**config.mk**
```make
export PLATFORM = sky130hd
export DESIGN_NAME = linescanner_sensor_emulator
export DESIGN_NICKNAME = d
export VERILOG_FILES = /design/src/rtl/linescanner_sensor_emulator.sv
export SDC_FILE = /design/constraint.sdc
export NUM_CORES = 1
export LEC_CHECK = 0
export BUFFER_PORTS_ARGS = -buffer_cell sky130_fd_sc_hd__buf_4
export CORE_UTILIZATION = 40
export CTS_CLUSTER_SIZE = 40
export DETAILED_ROUTE_END_ITERATION = 12
export GPL_ROUTABILITY_DRIVEN = 0
export SYNTH_ARGS = -nofsm -noshare
export SYNTH_HDL_FRONTEND = slang
export SYNTH_SLANG_ARGS = --single-unit
```
**constraint.sdc**
```tcl
create_clock -name main_clock -period 2.4 [get_ports main_clock]
set_input_delay 0.36 -clock main_clock [delete_from_list [all_inputs] [get_ports main_clock]]
set_output_delay 0.36 -clock main_clock [all_outputs]
set_load 0.02 [all_outputs]
```
**src/rtl/linescanner_sensor_emulator.sv**
```systemverilog
// Line-scan sensor emulator: conversion phase, pixel readout, inter-line gap.
// Define LINESCANNER_EMULATOR_LINE_COUNTER_EN to offset pixel data by line_index.
module linescanner_sensor_emulator #(
    parameter int PIXELS_COUNT = 1024,
    parameter int ADC_CYCLES   = 16,
    parameter int LINE_GAP     = 4
) (
    input  logic       main_clock,
    input  logic       reset,
    input  logic       enable,
    input  logic       n_reset,
    input  logic       load_pulse,
    input  logic       rst_cvc,
    input  logic       rst_cds,
    output logic [7:0] data,
    output logic       sample,
    output logic       end_adc,
    output logic       lval,
    output logic       pixel_clock
);

    localparam int CW = $clog2(PIXELS_COUNT + 1);

    typedef enum logic [2:0] {
        IDLE,
        ADC,
        END_ADC,
        READOUT,
        GAP
    } state_t;

    state_t          state;
    logic [7:0]      adc_cnt;
    logic [7:0]      gap_cnt;
    logic [CW-1:0]   px;
    logic [CW-1:0]   px_inc;
    logic            phase;
    logic            load_q;
    logic            start;
    logic            last_px;
    logic [7:0]      line_ofs;

`ifdef LINESCANNER_EMULATOR_LINE_COUNTER_EN
    logic [7:0] line_index;
    assign line_ofs = line_index;
`else
    assign line_ofs = 8'd0;
`endif

    assign start   = load_pulse && !load_q && (state == IDLE)
                     && enable && n_reset;
    assign px_inc  = px + CW'(1);
    assign last_px = phase && (px == CW'(PIXELS_COUNT - 1));

    always_ff @(posedge main_clock or posedge reset) begin
        if (reset) begin
            state       <= IDLE;
            adc_cnt     <= 8'd0;
            gap_cnt     <= 8'd0;
            px          <= '0;
            phase       <= 1'b0;
            load_q      <= 1'b0;
            data        <= 8'd0;
            sample      <= 1'b0;
            end_adc     <= 1'b0;
            lval        <= 1'b0;
            pixel_clock <= 1'b0;
`ifdef LINESCANNER_EMULATOR_LINE_COUNTER_EN
            line_index  <= 8'd0;
`endif
        end else begin
            load_q <= load_pulse;
            // Sensor reset and line abort override everything, including a start
            if (!n_reset || rst_cvc) begin
                state       <= IDLE;
                adc_cnt     <= 8'd0;
                gap_cnt     <= 8'd0;
                px          <= '0;
                phase       <= 1'b0;
                data        <= 8'd0;
                sample      <= 1'b0;
                end_adc     <= 1'b0;
                lval        <= 1'b0;
                pixel_clock <= 1'b0;
`ifdef LINESCANNER_EMULATOR_LINE_COUNTER_EN
                if (!n_reset) begin
                    line_index <= 8'd0;
                end
`endif
            end else begin
                unique case (state)
                    IDLE: begin
                        if (start) begin
                            state   <= ADC;
                            adc_cnt <= 8'd0;
                            sample  <= 1'b1;
                        end
                    end
                    ADC: begin
                        if (rst_cds) begin
                            adc_cnt <= 8'd0;
                        end else if (adc_cnt == 8'(ADC_CYCLES - 1)) begin
                            state   <= END_ADC;
                            adc_cnt <= 8'd0;
                            sample  <= 1'b0;
                            end_adc <= 1'b1;
                        end else begin
                            adc_cnt <= adc_cnt + 8'd1;
                        end
                    end
                    END_ADC: begin
                        state       <= READOUT;
                        end_adc     <= 1'b0;
                        lval        <= 1'b1;
                        pixel_clock <= 1'b0;
                        px          <= '0;
                        phase       <= 1'b0;
                        data        <= line_ofs;
                    end
                    READOUT: begin
                        if (last_px) begin
                            state       <= GAP;
                            lval        <= 1'b0;
                            pixel_clock <= 1'b0;
                            data        <= 8'd0;
                            px          <= '0;
                            phase       <= 1'b0;
                            gap_cnt     <= 8'd0;
`ifdef LINESCANNER_EMULATOR_LINE_COUNTER_EN
                            line_index  <= line_index + 8'd1;
`endif
                        end else if (phase) begin
                            // New pixel value only enters at the start of a low phase
                            phase       <= 1'b0;
                            pixel_clock <= 1'b0;
                            px          <= px_inc;
                            data        <= 8'(px_inc) + line_ofs;
                        end else begin
                            phase       <= 1'b1;
                            pixel_clock <= 1'b1;
                        end
                    end
                    GAP: begin
                        if (gap_cnt == 8'(LINE_GAP - 1)) begin
                            state   <= IDLE;
                            gap_cnt <= 8'd0;
                        end else begin
                            gap_cnt <= gap_cnt + 8'd1;
                        end
                    end
                    default: begin
                        state <= IDLE;
                    end
                endcase
            end
        end
    end

endmodule

```
== Yosys cells after proc, flatten, opt, wreduce, memory -nomap -nowiden ==
Index checks and enable logic that the tools add are counted.
Word-level totals
  bits in registers: 43
  input port bits: 7
  logic and storage cells: 86
Cells by class
  add/sub/neg operators: 3
  eq/ne operators: 13
  multiplexer cells: 40
  reduce and logical (&&, ||, !) cells: 20
Operators by type and width (number)
  8-bit 2-to-1 mux: 10
  8-bit case mux with 2 select lines: 3
  11-bit 2-to-1 mux: 3
  11-bit case mux with 2 select lines: 1
  3-bit 2-to-1 mux: 6
  8-bit by 1-bit adder with 8-bit output (second input constant): 2
  3-bit case mux with 5 select lines: 1
  1-bit 2-to-1 mux: 12
  3-bit != test (second input constant): 4
  3-bit nonzero test: 4
  11-bit by 1-bit adder with 11-bit output (second input constant): 1
  11-bit by 10-bit == test with 1-bit output (second input constant): 1
  8-bit by 2-bit == test with 1-bit output (second input constant): 1
  8-bit by 4-bit == test with 1-bit output (second input constant): 1
  1-bit case mux with 2 select lines: 4
  2-bit AND reduction: 4
  3-bit by 2-bit == test with 1-bit output (second input constant): 2
  1-bit logical AND: 5
  5-bit AND reduction: 1
  4-bit != test (second input constant): 1
  4-bit AND reduction: 1
  3-bit by 1-bit == test with 1-bit output (second input constant): 1
  3-bit == test (second input constant): 1
  3-bit logical NOT: 1
  4 further kinds: 5

== Depth between registers and ports, before layout ==
Gate-level depths: netlist (run 1).
  depth in word-level cells: 8
  mapped depth: 7
  mapped depth without buffers: 5

== Worst setup path before layout (run 1) ==
Ideal clock, no wire load.
  path kind: reg-to-reg
  start point: reg data[0] (netlist name)
  end point: reg gap_cnt[7]
  setup time: 143 ps
  arrival time: 1773 ps
  setup slack: 484 ps
  cell stages (with the launch flop): 7
  buffers on the path: 1
  period minus slack after synthesis: 1916 ps
  cells stage by stage: dfrtp_1 ha_1 nand3_1 or4_1 buf_6 a2111oi_2 nor4bb_1
RTL lines
  end signal, assigned: line 148  | gap_cnt <= gap_cnt + 8'd1;
  end, declared: line 34  | logic [7:0] gap_cnt;

==> results of run 1 <==
## per-layer routing
layer,vias to the layer above,GRT usage [%],routed length [um]
met4,0,5.03,40
met2,50,27.8,2000
li1,898,-,-
met3,4,3.25,218
met5,-,0,0
met1,840,27.1,2290
## synthesized netlist by cell type, drive strengths merged, types with 2 or more instances
cell type / count
dfrtp: 35
or4: 5
o21ai: 18
nor3b: 2
nor4: 2
or2: 2
clkbuf: 5
nand4: 4
nand4b: 3
buf: 13
and4b: 2
nand3: 19
nor3: 8
a22oi: 2
o41ai: 2
o211ai: 3
o21a: 2
nand2b: 6
nand3b: 2
a21oi: 15
nor2: 8
a32oi: 2
and4: 2
o22ai: 3
and3: 2
a211o: 2
ha: 3
nand2: 22
a31oi: 4
o31ai: 5
inv: 10
or3: 6
## metrics by stage
stage / setup slack, ns / hold slack (ns) / std cells / util [%]
detailed placement: 0.224 / 0.481 / 307 / 46.0
CTS: 0.208 / 0.183 / 314 / 47.8
global route: 0.0635 / 0.184 / 314 / 47.8
global placement: 0.251 / 0.478 / 307 / 46.0
finish: 0.228 / 0.181 / 314 / 47.8
floorplan: 0.484 / 0.391 / 233 / -
## worst max-delay path, delay by kind of cell (launching register included)
family | cells | cell delay, ns
AND/OR/NAND/NOR | 3 | 0.99
adder cells (fa/ha/maj) | 1 | 0.22
flip-flops | 1 | 0.40
AO/OA/AOI/OAI | 1 | 0.41
## registers in the layout, summed over array words and instances, names as in the netlist
register and cells:
phase 1, sample 1, load_q 1, adc_cnt 8
state 3, end_adc 1, lval 1, data 7
gap_cnt 8, px 4
## cells in the final DEF (no fill, tap or decap), types with 2 or more instances in the layout
master and instances:
o22ai_1 3, a21oi_1 15, nor3_1 8, dfrtp_1 35, inv_1 10, o21ai_0 16
a31oi_1 4, and3_1 2, nand4_1 4, or4_1 5, and4b_1 2, o31ai_1 5
ha_1 3, o211ai_1 3, nand2b_1 6, a22oi_1 2, clkbuf_8 6, nand4b_1 3
nand2_1 22, o21ai_1 2, o21a_1 2, nand3_1 19, or2_2 2, a32oi_1 2
a211o_1 2, or3_1 5, buf_4 25, o41ai_1 2, nor2_1 8
## worst paths after layout
kind / start / endpoint / cells past startpoint
min in group main_clock: load_pulse / load_q / 1
worst max-delay path: data[0] / gap_cnt[7] / 5
worst max register to register: data[0] / gap_cnt[7] / 5
worst min-delay path: reset / px[10] / 3
max in group asynchronous: reset / data[3] / 3
worst min register to register: adc_cnt[7] / adc_cnt[7] / 1
## where the power goes
part	internal (mW)	total, mW	switching [mW]
combinational	0.0186	0.0573	0.0387
sequential	0.591	0.593	0.00173
clock	0.225	0.435	0.210
## logic make-up (layout without fill, tap and decap cells)
kind of cell	Yosys count	in the layout
AND/OR/NAND/NOR	100	100
XOR/XNOR	1	1
buffers and inverters	28	42
adder cells (fa/ha/maj)	3	3
AO/OA/AOI/OAI	65	65
flip-flops	35	35
multiplexers	1	1
## final cells by class
type | instances | share of cell area (%)
multi-input cells | 170 | 45.4
well taps | 67 | 3.59
clock inverters | 1 | 0.215
clock buffers | 6 | 3.54
inverters | 10 | 1.61
repair buffers | 25 | 8.05
flip-flops and latches | 35 | 37.6
==> reports/results.txt, run 1 <==
The tools report the kind of start point of the critical path as a register. The number of max-slew violations in the final report was 0; the fraction of synthesized area in multiplexers was 0.478%. The routed layout has 1,792 vias. Top cell type's share of synthesized area: 41.8%.

Traced cell by cell, the critical path runs through ha_1, nand3_1, or4_1, a2111oi_2, nor4bb_1. CTS built an H-tree with a depth of 2. The flow ran to the end, and the final reports show no timing, DRC or antenna violations.

The placeable core region was 4880 um^2; the area occupied by multi-input gates was 1060 um^2. The tools report the maximum buffer depth of the clock tree as 2. The area of all placed cells without fillers is 2330 um^2, and the half-perimeter wire length of the detailed placement result is 3.18 mm. The floorplan step defined a die boundary enclosing 5530 um^2. For the final count of hold timing violations, the log shows 0. Summing the areas of all compound-gate instances in the mapped netlist gives 20.1% of the synthesized area.

Clock-pin slew was measured on the worst setup and hold paths at 0.08 ns. The via count of the first global-routing pass is 1,656. Synthesis produced 233 cells.

Wires add up to 4.56 mm. The async set-or-reset flop fraction in the synthesized netlist is 100%. Synthesis produced a netlist with a net count of 243.

For the clock skew, the log shows 0.00844 ns. Fmax: 0.460 GHz. Class of the most critical hold timing path: primary input to asynchronous set/reset pin.

The setup TNS is 0 ns. The total I/O pin count is 19, and the highest fanout seen on the critical path is 10. The largest single stage delay on the critical path is 0.71 ns. Headroom to the max-slew limit came out at 56.9%. The power density of the placed cells came out at 465 nW/um^2. After layout, the worst path uses 90.5% of the clock period. The count of input and output buffers is 18, and the actual transition at the worst max-transition pin is 0.641 ns. The chip width is 74.4 um, and the arrival time at the worst endpoint is 2.31 ns. TritonCTS built the clock tree.

The count of nets left with antenna violations once routing finished came out at 0. The average wire length per cell after detail routing was 14.5 um. The count of flip-flops with a built-in enable after synthesis is 0. Most common flop cell mapped by yosys: dfrtp_1. The run gives 25 as the site row count. Compared with the post-synthesis result, the final layout area differs by 11.3%. The total of endpoints with negative setup slack in the final report is 0.

The tools report the peak supply drop as 286 uV. For the final layout net count, the log shows 257. CTS placed an instance of clkbuf_8 at the clock tree root.

The run gives 0 as the count of hold-fix buffers inserted at cts. The detailed router finished its first iteration with 85 violations. Cell accounting for the most synthesized area: dfrtp_1.

STA puts the critical path data required time at 2.53 ns. In the routed layout, each cell is associated on average with a via count of 5.71. Setup repair after global routing left no endpoint under its margin. The clock reaches the later pin of the worst-skew pair after 0.28 ns. Highest-delay cell along the critical path: or4_1.

The design draws 1.09 mW. Synthesis instantiated 55 different standard cells from the library. The share of synthesized cell area in and, or, nand and nor gates is 27.8%, and the synthesis warning total is 0. After global routing the overflow that remains totals 0. After detailed placement, the total cell area comes to 2240 um^2. For the slack of the worst reg-to-reg path, the log shows 0.23 ns.

The number of clock buffers added by TritonCTS is 5. The CTS sink count was 35; the share of the synthesized netlist area taken by xor and xnor gates was 0.418%. Entering global routing, the biggest net connects 36 pins.

After synthesis, the largest family of logic cells by area is simple AND/OR/NAND/NOR gates. The die is 74.4 um tall. The global-route wire length before repair is 7.83 mm. For the total track usage, the log shows 18.4%.

The worst setup path is captured at a register. Summing the sequential cell areas from Yosys gives 41.8% of the chip area. The filler cells instantiated in the layout total 481. In this run, synthesis produced a sequential element count of 35. The initial antenna violation count was 0.

In the post-synthesis netlist, the biggest area contributors are dfrtp_1 (42%), nand3_1 (4.5%), nand2_1 (3.9%), o21ai_0 (3.8%), a21oi_1 (3.6%). Across the run, the number of max-cap violations was 0. After clock tree synthesis, the repair step resized 0 gates.

The mapped netlist covers 2100 um^2. 0 antenna diodes ended up in the layout. The critical path in this run is classified as register to register. In the final layout, the share of cells above drive strength 1 is 16.6%. Of the total synthesized cell area, the portion taken by full adders, half adders and majority gates is 1.79%. Each instance of the synthesized netlist takes up on average 8.99 um^2. After clock tree synthesis, the setup repair step added 0 buffers.

For this run, design rule violations remaining after detail routing come to 0. For this run, the detailed router's first-pass iteration total came to 4. The worst path needs 2.17 ns of the cycle, external delays included. The static leakage is 0.934 nW, and the area taken by flip-flops and latches is 876 um^2. Once the floorplan was initialized, standard cells occupied 42.9% of the core.
Note: power is estimated with default switching activity, not from simulation.
==> run 2: changes to the inputs <==
--- a/config.mk
+++ b/config.mk
@@ -6,10 +6,11 @@
 export NUM_CORES = 1
 export LEC_CHECK = 0
 export BUFFER_PORTS_ARGS = -buffer_cell sky130_fd_sc_hd__buf_4
-export CORE_UTILIZATION = 40
+export CORE_UTILIZATION = 58
 export CTS_CLUSTER_SIZE = 40
 export DETAILED_ROUTE_END_ITERATION = 12
 export GPL_ROUTABILITY_DRIVEN = 0
+export PLACE_DENSITY = 0.78
 export SYNTH_ARGS = -nofsm -noshare
 export SYNTH_HDL_FRONTEND = slang
 export SYNTH_SLANG_ARGS = --single-unit
==> reports/results.txt, run 2 (same netlist as run 1, synthesis figures left out) <==
In this run the power density over the cells is 441 nW/um^2. The half-perimeter wire length of the detailed placement result came out at 2.98 mm. The kind of start point of the critical path is a register. The setup TNS came out at 0 ns. The fmax was 0.456 GHz; the logic gate share of total power was 5.6%. The worst path required time came out at 2.60 ns. After layout, the worst path uses 91.3% of the clock period. The run gives 276 as the total of fill cells in the finished design. The logs give 3390 um^2 for the placeable core region and 0 for the count of buffers added by post-CTS timing repair for setup. Data on the critical path arrives at its endpoint at 2.40 ns.

The net switching power figure is 230 uW. The reg-to-reg startpoint was data[0]. The detailed router placed 1,819 vias in this run. The class of the most critical hold timing path is primary input to asynchronous set/reset pin. The logs give 0.931 nW for the static leakage and 4.29 mm for the aggregate routed wire length. The number of detailed-route iterations in the first pass is 4, and the count of antenna diodes in the layout is 0.

Master cell of the clock root buffer: clkbuf_4. Internal power comes to 782 uW. The total overflow reported by the global router came out at 0.

The run gives 0 as the number of nets with antenna violations after routing. The area enclosed by the die boundary was 3860 um^2; the total placed instance area was 2230 um^2. Counting the buffers created by CTS gives 5. STA classifies the critical path endpoint as a register. The source-to-sink clock delay at the later pin of the worst-skew pair was 0.34 ns; the actual transition at the worst max-transition pin was 0.595 ns. The run gives 0 as the final count of hold timing violations. From bottom edge to top edge, the die measures 62.1 um. The largest registers in the layout are adc_cnt: 8 flops, gap_cnt: 8 flops, data: 7 flops.

For the finished layout, the period the worst path requires is 2.19 ns. After clock tree synthesis, the clock-pin slew on the worst setup and hold paths is 0.11 ns. The worst pin sits at a relative slew slack of 60.1%.

The post-route netlist has 16.9% of its cells at a drive strength greater than 1. The total of endpoints with negative setup slack in the final report is 0, and the initial antenna violation count is 0. For the share of power burned in the clock network, the log shows 35.8%. For this design the top-level I/O count stands at 19. Tracing the worst setup path back leads to its startpoint at data[0]. The design draws 1.01 mW. The H-tree was split into 2 levels. Relative to the synthesized area, the layout overhead comes to 9.49%.

The switching share of power works out to 22.7%. The worst register-to-register path has a setup slack of 0.21 ns. Leaving out fill and tap cells, the most frequent cell in the layout is dfrtp_1. For this configuration, the core starts out at a cell density of 61.8%. Across every metal layer, demand over resource in global routing totals 24.8%. Once layout is complete, the utilization of the core stands at 67.7%. The via count of the first global-routing pass is 1,742.

The clock skew was 0.0135 ns; the highest fanout seen on the critical path was 10. After routing the design area is 2290 um^2. The chip width came out at 62.1 um. Setup repair after global routing left no endpoint under its margin.

The count of input and output buffers came out at 18. The max-capacitance violation count is 0, and the number of vias per cell is 6.17. The average wire length per cell after detail routing is 14.6 um. The count of hold-fix buffers inserted at cts came out at 0. The initialized floorplan defines 21 standard-cell rows. For this block, the initial DRC count from the detailed router was 109.

The number of max-slew violations in the final report is 0, and the maximum number of pins on one net before global-route repair is 36. The tools report the total DRC errors in the routed layout as 0. The first global-routing pass estimated 7.67 mm of wire. TritonCTS built the clock tree. The final layout contains 258 nets.

No sink is reached through more buffers than the 2 on the longest clock path. Across the VDD grid, the largest voltage drop is 342 uV. In the layout the commonest cells are dfrtp_1 (35), buf_4 (26), nand2_1 (22), nand3_1 (19), o21ai_0 (16).

The run finished with clean final reports. The logs give 0 for the count of instances resized after the clock tree is built and 58.5% for the portion of total power attributed to sequential cells. The setup path with the least slack is of type register to register. Counting every sink on the clock net gives 35.
-- run 2: changes by cell type in the layout (fill, tap and decap cells not counted), sizes merged --
cell    previous run  this run
clkbuf             6         8
buf               25        26
clkinv             1         0
-- run 2: critical path, cell delays in order (launching register included) --
cell and delay, ns:
dfrtp_1 0.41, ha_1 0.22, nand3_1 0.21, or4_1 0.73, a2111oi_2 0.42, nor4bb_1 0.09
-- run 2: path summary, 6_finish.rpt --
path                                   end  depth (start not counted)
max in group asynchronous          data[3]                          3
min in group main_clock             load_q                          1
worst max register to register  gap_cnt[7]                          5
worst min register to register  gap_cnt[0]                          1
worst max-delay path            gap_cnt[7]                          5
worst min-delay path                 px[9]                          3
-- run 2: layout make-up --
type	count	area (um^2)	share of cell area [%]
Tap cell	46	57.6	2.51
Timing Repair Buffer	26	195	8.51
Inverter	10	37.5	1.64
Multi-Input combinational cell	170	1060	46.2
Clock buffer	8	68.8	3.00
Sequential cell	35	876	38.2
-- run 2: per-layer routing --
metal  part of all wire, %  track usage, %  vias up
met5                     0               0        -
met4                  0.72            7.56        0
met3                   3.6            5.15        4
met2                    47            38.7       34
met1                    49            34.5      881
li1                      -               -      900
-- run 2: power groups by stage --
stage	clock network, mW	registers, mW	logic [mW]
6_report	0.363	0.593	0.0571
5_1_grt	0.390	0.593	0.0640
4_1_cts	0.372	0.593	0.0579
3_5_place_dp	0	0.604	0.0579
3_3_place_gp	0	0.604	0.0565
2_1_floorplan	0	0.604	0.0352
-- run 2: metrics by stage --
stage	setup slack, ns	hold slack (ns)	std cells
floorplan	0.484	0.391	233
global placement	0.279	0.476	287
detailed placement	0.227	0.482	287
CTS	0.212	0.126	295
global route	0.0868	0.126	295
finish	0.209	0.115	295
